[src/rtl/tcdm_master_shim.sv]
// Load-store port to TCDM initiator adapter: registered request with hold-until-grant,
// credit-bounded response FIFO so fixed-latency interconnect responses are never dropped.
module tcdm_master_shim #(
    parameter int unsigned AddrWidth      = 32,
    parameter int unsigned DataWidth      = 32,
    parameter int unsigned BeWidth        = DataWidth / 8,
    parameter int unsigned RespLat        = 1,
    parameter int unsigned WriteRespOn    = 1,
    parameter int unsigned MaxOutstanding = 4
) (
    input  logic                                clk_i,
    input  logic                                rst_i,
    input  logic                                req_valid_i,
    output logic                                req_ready_o,
    input  logic [AddrWidth-1:0]                req_addr_i,
    input  logic                                req_wen_i,
    input  logic [DataWidth-1:0]                req_wdata_i,
    input  logic [BeWidth-1:0]                  req_be_i,
    output logic                                rsp_valid_o,
    input  logic                                rsp_ready_i,
    output logic [DataWidth-1:0]                rsp_rdata_o,
    output logic                                req_o,
    input  logic                                gnt_i,
    output logic [AddrWidth-1:0]                add_o,
    output logic                                wen_o,
    output logic [DataWidth-1:0]                wdata_o,
    output logic [BeWidth-1:0]                  be_o,
    input  logic                                vld_i,
    input  logic [DataWidth-1:0]                rdata_i,
    output logic [$clog2(MaxOutstanding+1)-1:0] outstanding_o,
    output logic                                err_o
);
    localparam int unsigned CntW = $clog2(MaxOutstanding + 1);
    localparam int unsigned PtrW = (MaxOutstanding > 1) ? $clog2(MaxOutstanding) : 1;
    localparam logic [CntW-1:0] MaxCnt  = CntW'(MaxOutstanding);
    localparam logic [CntW-1:0] CntOne  = CntW'(1);
    localparam logic [PtrW-1:0] LastPtr = PtrW'(MaxOutstanding - 1);
    localparam logic [PtrW-1:0] PtrOne  = PtrW'(1);

    if (RespLat < 1 || MaxOutstanding < 1) begin : g_bad_param
        $error("tcdm_master_shim: RespLat and MaxOutstanding must be >= 1");
    end

    logic                 hold_vld_q, wen_q;
    logic [AddrWidth-1:0] add_q;
    logic [DataWidth-1:0] wdata_q;
    logic [BeWidth-1:0]   be_q;
    logic [CntW-1:0]      credit_q, credit_d, infl_q, infl_d, count_q, count_d;
    logic [PtrW-1:0]      rptr_q, wptr_q;
    logic [DataWidth-1:0] mem [MaxOutstanding];
    logic                 grant, accept, expect_grant, wr_free, push, pop, err_q;

    assign grant        = hold_vld_q & gnt_i;
    assign req_ready_o  = (!hold_vld_q | gnt_i) & (credit_q < MaxCnt);
    assign accept       = req_valid_i & req_ready_o;
    assign expect_grant = grant & (!wen_q | (WriteRespOn != 0));
    // Writes that never get a response return their credit at grant time.
    assign wr_free      = grant & wen_q & (WriteRespOn == 0);
    assign push         = vld_i & ((infl_q != '0) | expect_grant);
    assign pop          = rsp_valid_o & rsp_ready_i;

    assign req_o         = hold_vld_q;
    assign add_o         = add_q;
    assign wen_o         = wen_q;
    assign wdata_o       = wdata_q;
    assign be_o          = be_q;
    assign rsp_valid_o   = (count_q != '0);
    assign rsp_rdata_o   = rsp_valid_o ? mem[rptr_q] : '0;
    assign outstanding_o = credit_q;
    assign err_o         = err_q;

    always_comb begin
        credit_d = credit_q;
        infl_d   = infl_q;
        count_d  = count_q;
        if (accept)       credit_d = credit_d + CntOne;
        if (pop)          credit_d = credit_d - CntOne;
        if (wr_free)      credit_d = credit_d - CntOne;
        if (expect_grant) infl_d   = infl_d + CntOne;
        if (push)         infl_d   = infl_d - CntOne;
        if (push)         count_d  = count_d + CntOne;
        if (pop)          count_d  = count_d - CntOne;
    end

    always_ff @(posedge clk_i) begin
        if (rst_i) begin
            hold_vld_q <= 1'b0;
            add_q      <= '0;
            wen_q      <= 1'b0;
            wdata_q    <= '0;
            be_q       <= '0;
        end else if (accept) begin
            hold_vld_q <= 1'b1;
            add_q      <= req_addr_i;
            wen_q      <= req_wen_i;
            wdata_q    <= req_wdata_i;
            be_q       <= req_be_i;
        end else if (grant) begin
            hold_vld_q <= 1'b0;
        end
    end

    always_ff @(posedge clk_i) begin
        if (rst_i) begin
            credit_q <= '0;
            infl_q   <= '0;
            count_q  <= '0;
            rptr_q   <= '0;
            wptr_q   <= '0;
            err_q    <= 1'b0;
        end else begin
            credit_q <= credit_d;
            infl_q   <= infl_d;
            count_q  <= count_d;
            if (push) wptr_q <= (wptr_q == LastPtr) ? '0 : wptr_q + PtrOne;
            if (pop)  rptr_q <= (rptr_q == LastPtr) ? '0 : rptr_q + PtrOne;
            if (vld_i && !push) err_q <= 1'b1;
        end
    end

    // Storage needs no reset: the output is gated by the occupancy count.
    always_ff @(posedge clk_i) begin
        if (push) mem[wptr_q] <= rdata_i;
    end

    a_no_overflow: assert property (@(posedge clk_i) disable iff (rst_i)
        !(push && !pop && count_q == MaxCnt));
endmodule

[config.mk]
export PLATFORM = sky130hd
export DESIGN_NAME = tcdm_master_shim
export DESIGN_NICKNAME = d
export VERILOG_FILES = /design/src/rtl/tcdm_master_shim.sv
export SDC_FILE = /design/constraint.sdc
export NUM_CORES = 1
export LEC_CHECK = 0
export CORE_ASPECT_RATIO = 0.9
export CORE_MARGIN = 10
export CORE_UTILIZATION = 35
export CTS_CLUSTER_DIAMETER = 100
export DETAILED_ROUTE_END_ITERATION = 16
export HOLD_SLACK_MARGIN = 0.03
export PLACE_DENSITY = 0.58
export SLEW_MARGIN = 20
export SYNTH_ARGS = -nofsm -noshare
export SYNTH_HDL_FRONTEND = slang
export SYNTH_SLANG_ARGS = --single-unit
export TNS_END_PERCENT = 10
[constraint.sdc]
create_clock -name clk_i -period 5 [get_ports clk_i]
set_clock_uncertainty 0.15 [all_clocks]
set_input_delay 0.75 -clock clk_i [delete_from_list [all_inputs] [get_ports clk_i]]
set_output_delay 0.75 -clock clk_i [all_outputs]
set_load 0.01 [all_outputs]
==> summary.md, run 1 <==
| Metric | Value |
|---|---|
| Outcome | `completed` |
| Die area | `0.0298 mm2` |
| Worst reg2reg setup slack | `approximately 2.4 ns` |
| First-pass GRT wire length | `about 32,000 um` |
| Num CTS Buffers | `24` |
| Row Count | `52` |
| CTS max path bufs | `3` |
| Antenna fix cells | `0` |
| Grt ovf | `0` |
| Initial core utilization | `0.359` |
| Most frequent cells in the layout | `213 x clkdlybuf4s50_1, 143 x nand2_1, 128 x edfxtp_1` |
| Worst Setup EP | `rsp_rdata_o[2]` |
| PostCTS Resize Cnt | `0` |
| Worst hold start | `wdata_o[10]` |
| DR vias | `5,352` |
| Layout cells sized above 1 | `0.103` |
| MaxCap Viol Count | `0` |
| Crit-path max FO | `21` |
| Final setup vio count | `0` |
| Max transition margin | `0.403` |
| CP delay by family, top | `buffers and inverters` |
| Synthesized netlist cell count | `around 600` |
| Post-Route WL | `20,500 um` |
| Crit path time final | `between 3 and 4 ns` |
| CTS sink cnt | `about 210` |
| DIE WIDTH | `approximately 180 um` |
| Final Max Tran Viols | `0` |
| Endpoints failing hold | `0` |
| # nets final | `932` |
| R2R Path End | `mem[1][28]` |
| Power per Cell Area | `509 mW/mm2` |
| Lkg Pwr | `roughly 0.0039 uW` |
| # Post-CTS Setup Buffers | `0` |
| Max stage delay cell, worst path | `dfxtp_2` |
| Crit path capture type | `output pin` |
| Synthesized cell area | `approximately 0.0082 mm2` |
| Peak supply drop | `approximately 220 uV` |
| Critical-path cell list | `buf_4 -> mux4_2 -> and2_1 -> clkdlybuf4s50_1` |
| Ports | `around 220` |
| Total negative slack | `0 ns` |
| Crit path buf inv count | `2` |
| Hold-fix buffers, CTS | `0` |
| CP arrival | `2.92 ns` |
| Total track usage | `0.134` |
| ANT nets after route | `0` |
| Crit. path cell count | `4` |
| Fill cells | `a little under 2k` |
| Fmax | `0.262 GHz` |
| Chip Height | `~160 um` |
| Clock Latency Late Sink | `0.50 ns` |
| Warnings from Yosys | `0` |
| R2r worst-path depth | `5` |
| DRC viols | `0` |
| Syn nets | `a little over 700` |
| Sequential fraction of the synthesis area | `0.682` |
| Critical path required time | `just over 4 ns` |
| Router iterations before antenna repair | `4` |
| Yosys reg bits | `214` |
| Worst Tran Pin Value | `0.896 ns` |
| CTS H-tree lvls | `1` |
| Netlist cell types | `35` |
| Syn avg cell area | `about 14 um2` |
| PortBufs | `around 210` |
| GP Congestion | `0.810` |
| Hold Crit Class | `register to register` |
| Fin area | `approximately 0.011 mm2` |
| Core ar. | `approximately 0.023 mm2` |
| DP Wirelength | `~14,000 um` |
| Largest net degree at the start of global routing | `71` |
| Period utilisation layout | `0.763` |
| Worst path max stage delay | `a little over 0.8 ns` |
| Initial antenna violation count | `0` |
| Vias in the first global route | `just under 6k` |
| Routed len/inst | `approximately 18 um` |
| DRT iter0 DRCs | `~270` |
| Type of the worst setup path | `register to output pin` |
| DR vias/cell | `between 4 and 5` |
| R2R Path Start | `infl_q[0]` |
| Cell Area, Placed | `0.0105 mm2` |
| Area Overhead vs Synth | `38.7%` |
| RSZ-0062 raised after global routing | `no` |
| Clock-pin slew on the worst setup and hold paths | `0.05 ns` |
| CP Launch Type | `register` |
| Root buf cell | `clkbuf_16` |
| Commonest non-fill, non-tap cell in the layout | `clkdlybuf4s50_1` |
| CTS tree | `yes` |
worst min-delay path, delay by kind of cell, from the launching register on:
kind | cells | cell delay (ns)
AOI/OAI and AO/OA | 1 | 0.05
DFF | 1 | 0.30
and+or+nand+nor | 1 | 0.05
Yosys cell counts:
cell	count	area (um2)
a21boi_0	2	15.0
a21boi_4	1	18.8
a21o_1	1	7.51
a21oi_1	76	380
a31oi_1	2	12.5
and2_0	1	6.26
and2_1	36	225
and3_1	1	6.26
buf_1	3	11.3
buf_2	9	45.0
buf_4	1	7.51
buf_6	5	56.3
clkbuf_1	18	67.6
dfxtp_1	86	1720
edfxtp_1	128	3840
ha_1	13	163
inv_1	6	22.5
mux2_2	1	11.3
mux2_4	1	15.0
mux2i_1	6	60.1
mux4_2	32	721
nand2_1	143	537
nand2_2	1	6.26
nand2b_1	2	12.5
nand3_1	3	15.0
nand3b_1	1	7.51
nor2_1	12	45.0
nor2b_1	2	12.5
nor3_1	1	5.00
nor3b_2	1	12.5
or3_1	1	6.26
xnor2_1	4	35.0
xnor2_2	1	16.3
xnor3_1	1	22.5
xor2_1	1	8.76
per-stage QoR:
step / instances / hold slack [ns] / setup WS [ns] / total power [uW] / utilization
5_1_grt: 1123 / 0.314 / 0.955 / 6110 / 0.498
2_1_floorplan: 603 / 0.304 / 2.34 / 3270 / -
4_1_cts: 1123 / 0.304 / 1.08 / 5870 / 0.498
3_3_place_gp: 1083 / 0.290 / 1.65 / 4080 / 0.464
3_5_place_dp: 1083 / 0.296 / 1.62 / 4130 / 0.464
6_report: 1123 / 0.301 / 1.18 / 5760 / 0.498
sequential cells by signal, summed over array words and instances (netlist names), named ones only:
register / flops
wptr_q: 2
count_q: 3
wdata_o: 32
infl_q: 3
add_o: 32
err_o: 1
rptr_q: 2
mem: 128
be_o: 4
outstanding_o: 3
req_o: 1
wen_o: 1
final cells by class:
| type | count | area, um2 | share of cell area |
|---|---|---|---|
| well taps | 297 | 372 | 0.0328 |
| inverters | 6 | 22.5 | 0.00199 |
| flip-flops and latches | 214 | 5570 | 0.492 |
| clock buffers | 33 | 696 | 0.0615 |
| multi-input cells | 347 | 2390 | 0.212 |
| clock inverters | 7 | 87.6 | 0.00774 |
| repair buffers | 219 | 2170 | 0.192 |
report_power, final:
part | switching [uW] | total, uW | internal [uW] | leakage [uW]
Combinational | 811 | 1760 | 950 | 0.00165
Sequential | 154 | 2290 | 2130 | 0.00187
Clock | 649 | 1720 | 1070 | 0.000384
Total | 1610 | 5760 | 4150 | 0.00391
logic make-up (layout without fill, tap and decap cells):
family / after synthesis / in the layout / synth area share
AND/OR/NAND/NOR: 205 / 205 / 0.110
buffers and inverters: 42 / 265 / 0.0258
multiplexers: 40 / 40 / 0.0989
adder cells (fa/ha/maj): 13 / 13 / 0.0199
flip-flops: 214 / 214 / 0.682
AO/OA/AOI/OAI: 82 / 82 / 0.0532
XOR/XNOR: 7 / 7 / 0.0101
worst min-delay path by stage:
stage                       end  slack [ns]  depth (start not counted)
finish              wdata_o[10]        0.30                          2
detailed placement  wdata_o[27]        0.30                          2
floorplan              register        0.30                          2
global placement      add_o[16]        0.29                          2
CTS                 wdata_o[19]        0.30                          2
global route        wdata_o[19]        0.31                          2
routing by layer:
metal  vias up  GRT usage  part of all wire
met5         -          0                 0
met4         0     0.0362             0.020
met3        28     0.0869              0.16
met2       238      0.206              0.43
met1      2537      0.150              0.39
li1       2549          -                 -
Note: power is estimated with default switching activity, not from simulation.
==> inputs of run 2 (changes only) <==
==> constraint.sdc (replaced) <==
create_clock -name clk_i -period 3.9 [get_ports clk_i]
set_clock_uncertainty 0.15 [all_clocks]
set_input_delay 0.585 -clock clk_i [delete_from_list [all_inputs] [get_ports clk_i]]
set_output_delay 0.585 -clock clk_i [all_outputs]
set_load 0.01 [all_outputs]
==> run 2 against run 1 <==
Compared with the run above:
- sequential cell count unchanged
- register-to-register slack got worse by 1.1 ns
- critical path depth stayed put
- sequential share of layout area shrank 0.098 points
- wire length up 1.1%
- critical path type unchanged
- highest routed layer unchanged
==> summary.md, run 2 (synthesized netlist as in run 1, its figures left out) <==
| Metric | Value |
|---|---|
| Post-Route WL | `around 21,000 um` |
| PostCTS Resize Cnt | `0` |
| Switching Power | `2080 uW` |
| # Post-CTS Setup Buffers | `0` |
| Area of the multi-input gates | `0.00239 mm2` |
| RSZ-0062 raised after global routing | `no` |
| CTS H-tree lvls | `1` |
| ANT nets after route | `0` |
| Period utilisation layout | `0.860` |
| Initial antenna violation count | `0` |
| DRT iter0 DRCs | `between 200 and 250` |
| PortBufs | `~210` |
| Clock Latency Late Sink | `0.50 ns` |
| CTS tree | `yes` |
| Max stage delay cell, worst path | `dfxtp_2` |
| Area Overhead vs Synth | `39.0%` |
| Row Count | `52` |
| Hold Crit Class | `register to register` |
| Die area | `0.0298 mm2` |
| Largest net degree at the start of global routing | `between 70 and 80` |
| Sw frac | `0.282` |
| Critical-path cell list | `buf_12 -> mux4_2 -> and2_1 -> clkdlybuf4s50_1` |
| Core ar. | `0.0227 mm2` |
| CP arrival | `approximately 2.6 ns` |
| Max transition margin | `0.418` |
| Fin area | `0.0113 mm2` |
| # nets final | `about 930` |
| Worst Tran Pin Value | `approximately 0.87 ns` |
| Total negative slack | `0 ns` |
| Final core utilization | `0.499` |
| Gate power share | `0.314` |
| Initial core utilization | `0.359` |
| Final setup vio count | `0` |
| R2R Path Start | `infl_q[0]` |
| Num CTS Buffers | `23` |
| Outcome | `completed` |
| Clock network fraction of total power | `0.290` |
| DR vias | `between 5k and 6k` |
| Largest Register | `mem` |
| CP delay by family, top | `buffers and inverters` |
| FF+latch area | `roughly 0.0056 mm2` |
| Internal power | `between 5000 and 6000 uW` |
| Chip Height | `about 160 um` |
| Layout cells sized above 1 | `0.0976` |
| MaxCap Viol Count | `0` |
| Power per Cell Area | `roughly 650 mW/mm2` |
| WL met1 | `slightly above 8000 um` |
| Routed len/inst | `18.3 um` |
| Grt ovf | `0` |
| Final Max Tran Viols | `0` |
| CP Launch Type | `register` |
| Most frequent cells in the layout | `213 x clkdlybuf4s50_1, 143 x nand2_1, 128 x edfxtp_1` |
| Worst path max stage delay | `roughly 0.63 ns` |
| Vias in the first global route | `between 5k and 6k` |
| Met2 WL | `approximately 9000 um` |
| CTS max path bufs | `3` |
| Fill cells | `roughly 2k` |
| Ports | `~220` |
| Met3 WL | `about 3100 um` |
| Endpoints failing hold | `0` |
| Type of the worst setup path | `register to output pin` |
| Top sig layer | `met4` |
| Clock-pin slew on the worst setup and hold paths | `approximately 0.060 ns` |
| Critical path required time | `roughly 3.2 ns` |
| Crit path buf inv count | `2` |
| Crit-path max FO | `20` |
| DP Wirelength | `about 14,000 um` |
| First-pass GRT wire length | `around 32,000 um` |
| Crit path capture type | `output pin` |
| Worst hold slack | `about 0.30 ns` |
| DRC viols | `0` |
| Peak supply drop | `336 uV` |
| Total track usage | `0.134` |
| Router iterations before antenna repair | `4` |
| Fmax | `0.298 GHz` |
| Crit path time final | `between 3 and 4 ns` |
| Commonest non-fill, non-tap cell in the layout | `clkdlybuf4s50_1` |
| Hold-fix buffers, CTS | `0` |
| GP Congestion | `around 0.8` |
| Cell Area, Placed | `approximately 0.011 mm2` |
| Sequential share of power | `0.396` |
| Lkg Pwr | `about 0.0039 uW` |
| DIE WIDTH | `between 150 and 200 um` |
| Total power | `7350 uW` |
| Worst hold start | `be_o[0]` |
| Root buf cell | `clkbuf_16` |
| CTS sink cnt | `between 200 and 250` |
| Antenna fix cells | `0` |
| Max reg flops | `between 100 and 150` |
| DR vias/cell | `4.72` |
==> run 2: layout make-up <==
class	count	share of cell area
clock buffer	31	0.0543
clock inverter	10	0.0104
inverter	6	0.00199
multi-input combinational	347	0.211
sequential	214	0.491
tap	297	0.0328
timing repair buffer	222	0.198
==> run 2: metrics by stage <==
| stage | cells | worst slack [ns] |
|---|---|---|
| floorplan | 603 | 1.37 |
| global placement | 1086 | 0.847 |
| detailed placement | 1086 | 0.784 |
| CTS | 1127 | 0.463 |
| global route | 1127 | 0.371 |
| finish | 1127 | 0.547 |
==> run 2: power by group through the flow <==
stage | Clock [uW] | Combinational [uW] | Sequential (uW)
6_report | 2130 | 2310 | 2910
5_1_grt | 2270 | 2550 | 2950
4_1_cts | 2190 | 2370 | 2920
3_5_place_dp | 0 | 2360 | 2960
3_3_place_gp | 0 | 2330 | 2950
2_1_floorplan | 0 | 1250 | 2940
==> run 2: worst paths after layout <==
check	end	slack [ns]	cells past startpoint
hold reg to reg	be_o[0]	0.30	2
setup / recovery	rsp_rdata_o[4]	0.55	4
setup reg to reg	mem[2][23]	1.36	5
hold / removal	be_o[0]	0.30	2
==> run 2: tightest hold or removal path, delay by kind of cell, from the launching register on <==
| kind | cells | cell delay, ns |
|---|---|---|
| AOI/OAI and AO/OA | 1 | 0.05 |
| DFF | 1 | 0.30 |
| and+or+nand+nor | 1 | 0.05 |
==> run 2: routing by layer <==
metal | up-vias | global-route usage
met4 | 0 | 0.0299
met5 | - | 0
li1 | 2555 | -
met3 | 25 | 0.0908
met2 | 206 | 0.213
met1 | 2535 | 0.148
==> inputs of run 3 (changes only) <==
--- a/config.mk
+++ b/config.mk
@@ -5,6 +5,7 @@
 export SDC_FILE = /design/constraint.sdc
 export NUM_CORES = 1
 export LEC_CHECK = 0
+export ABC_CLOCK_PERIOD_IN_PS = 3900
 export CORE_ASPECT_RATIO = 0.9
 export CORE_MARGIN = 10
 export CORE_UTILIZATION = 35
==> results of run 3 <==
The final DEF is identical to that of run 2; final timing and power are the same.
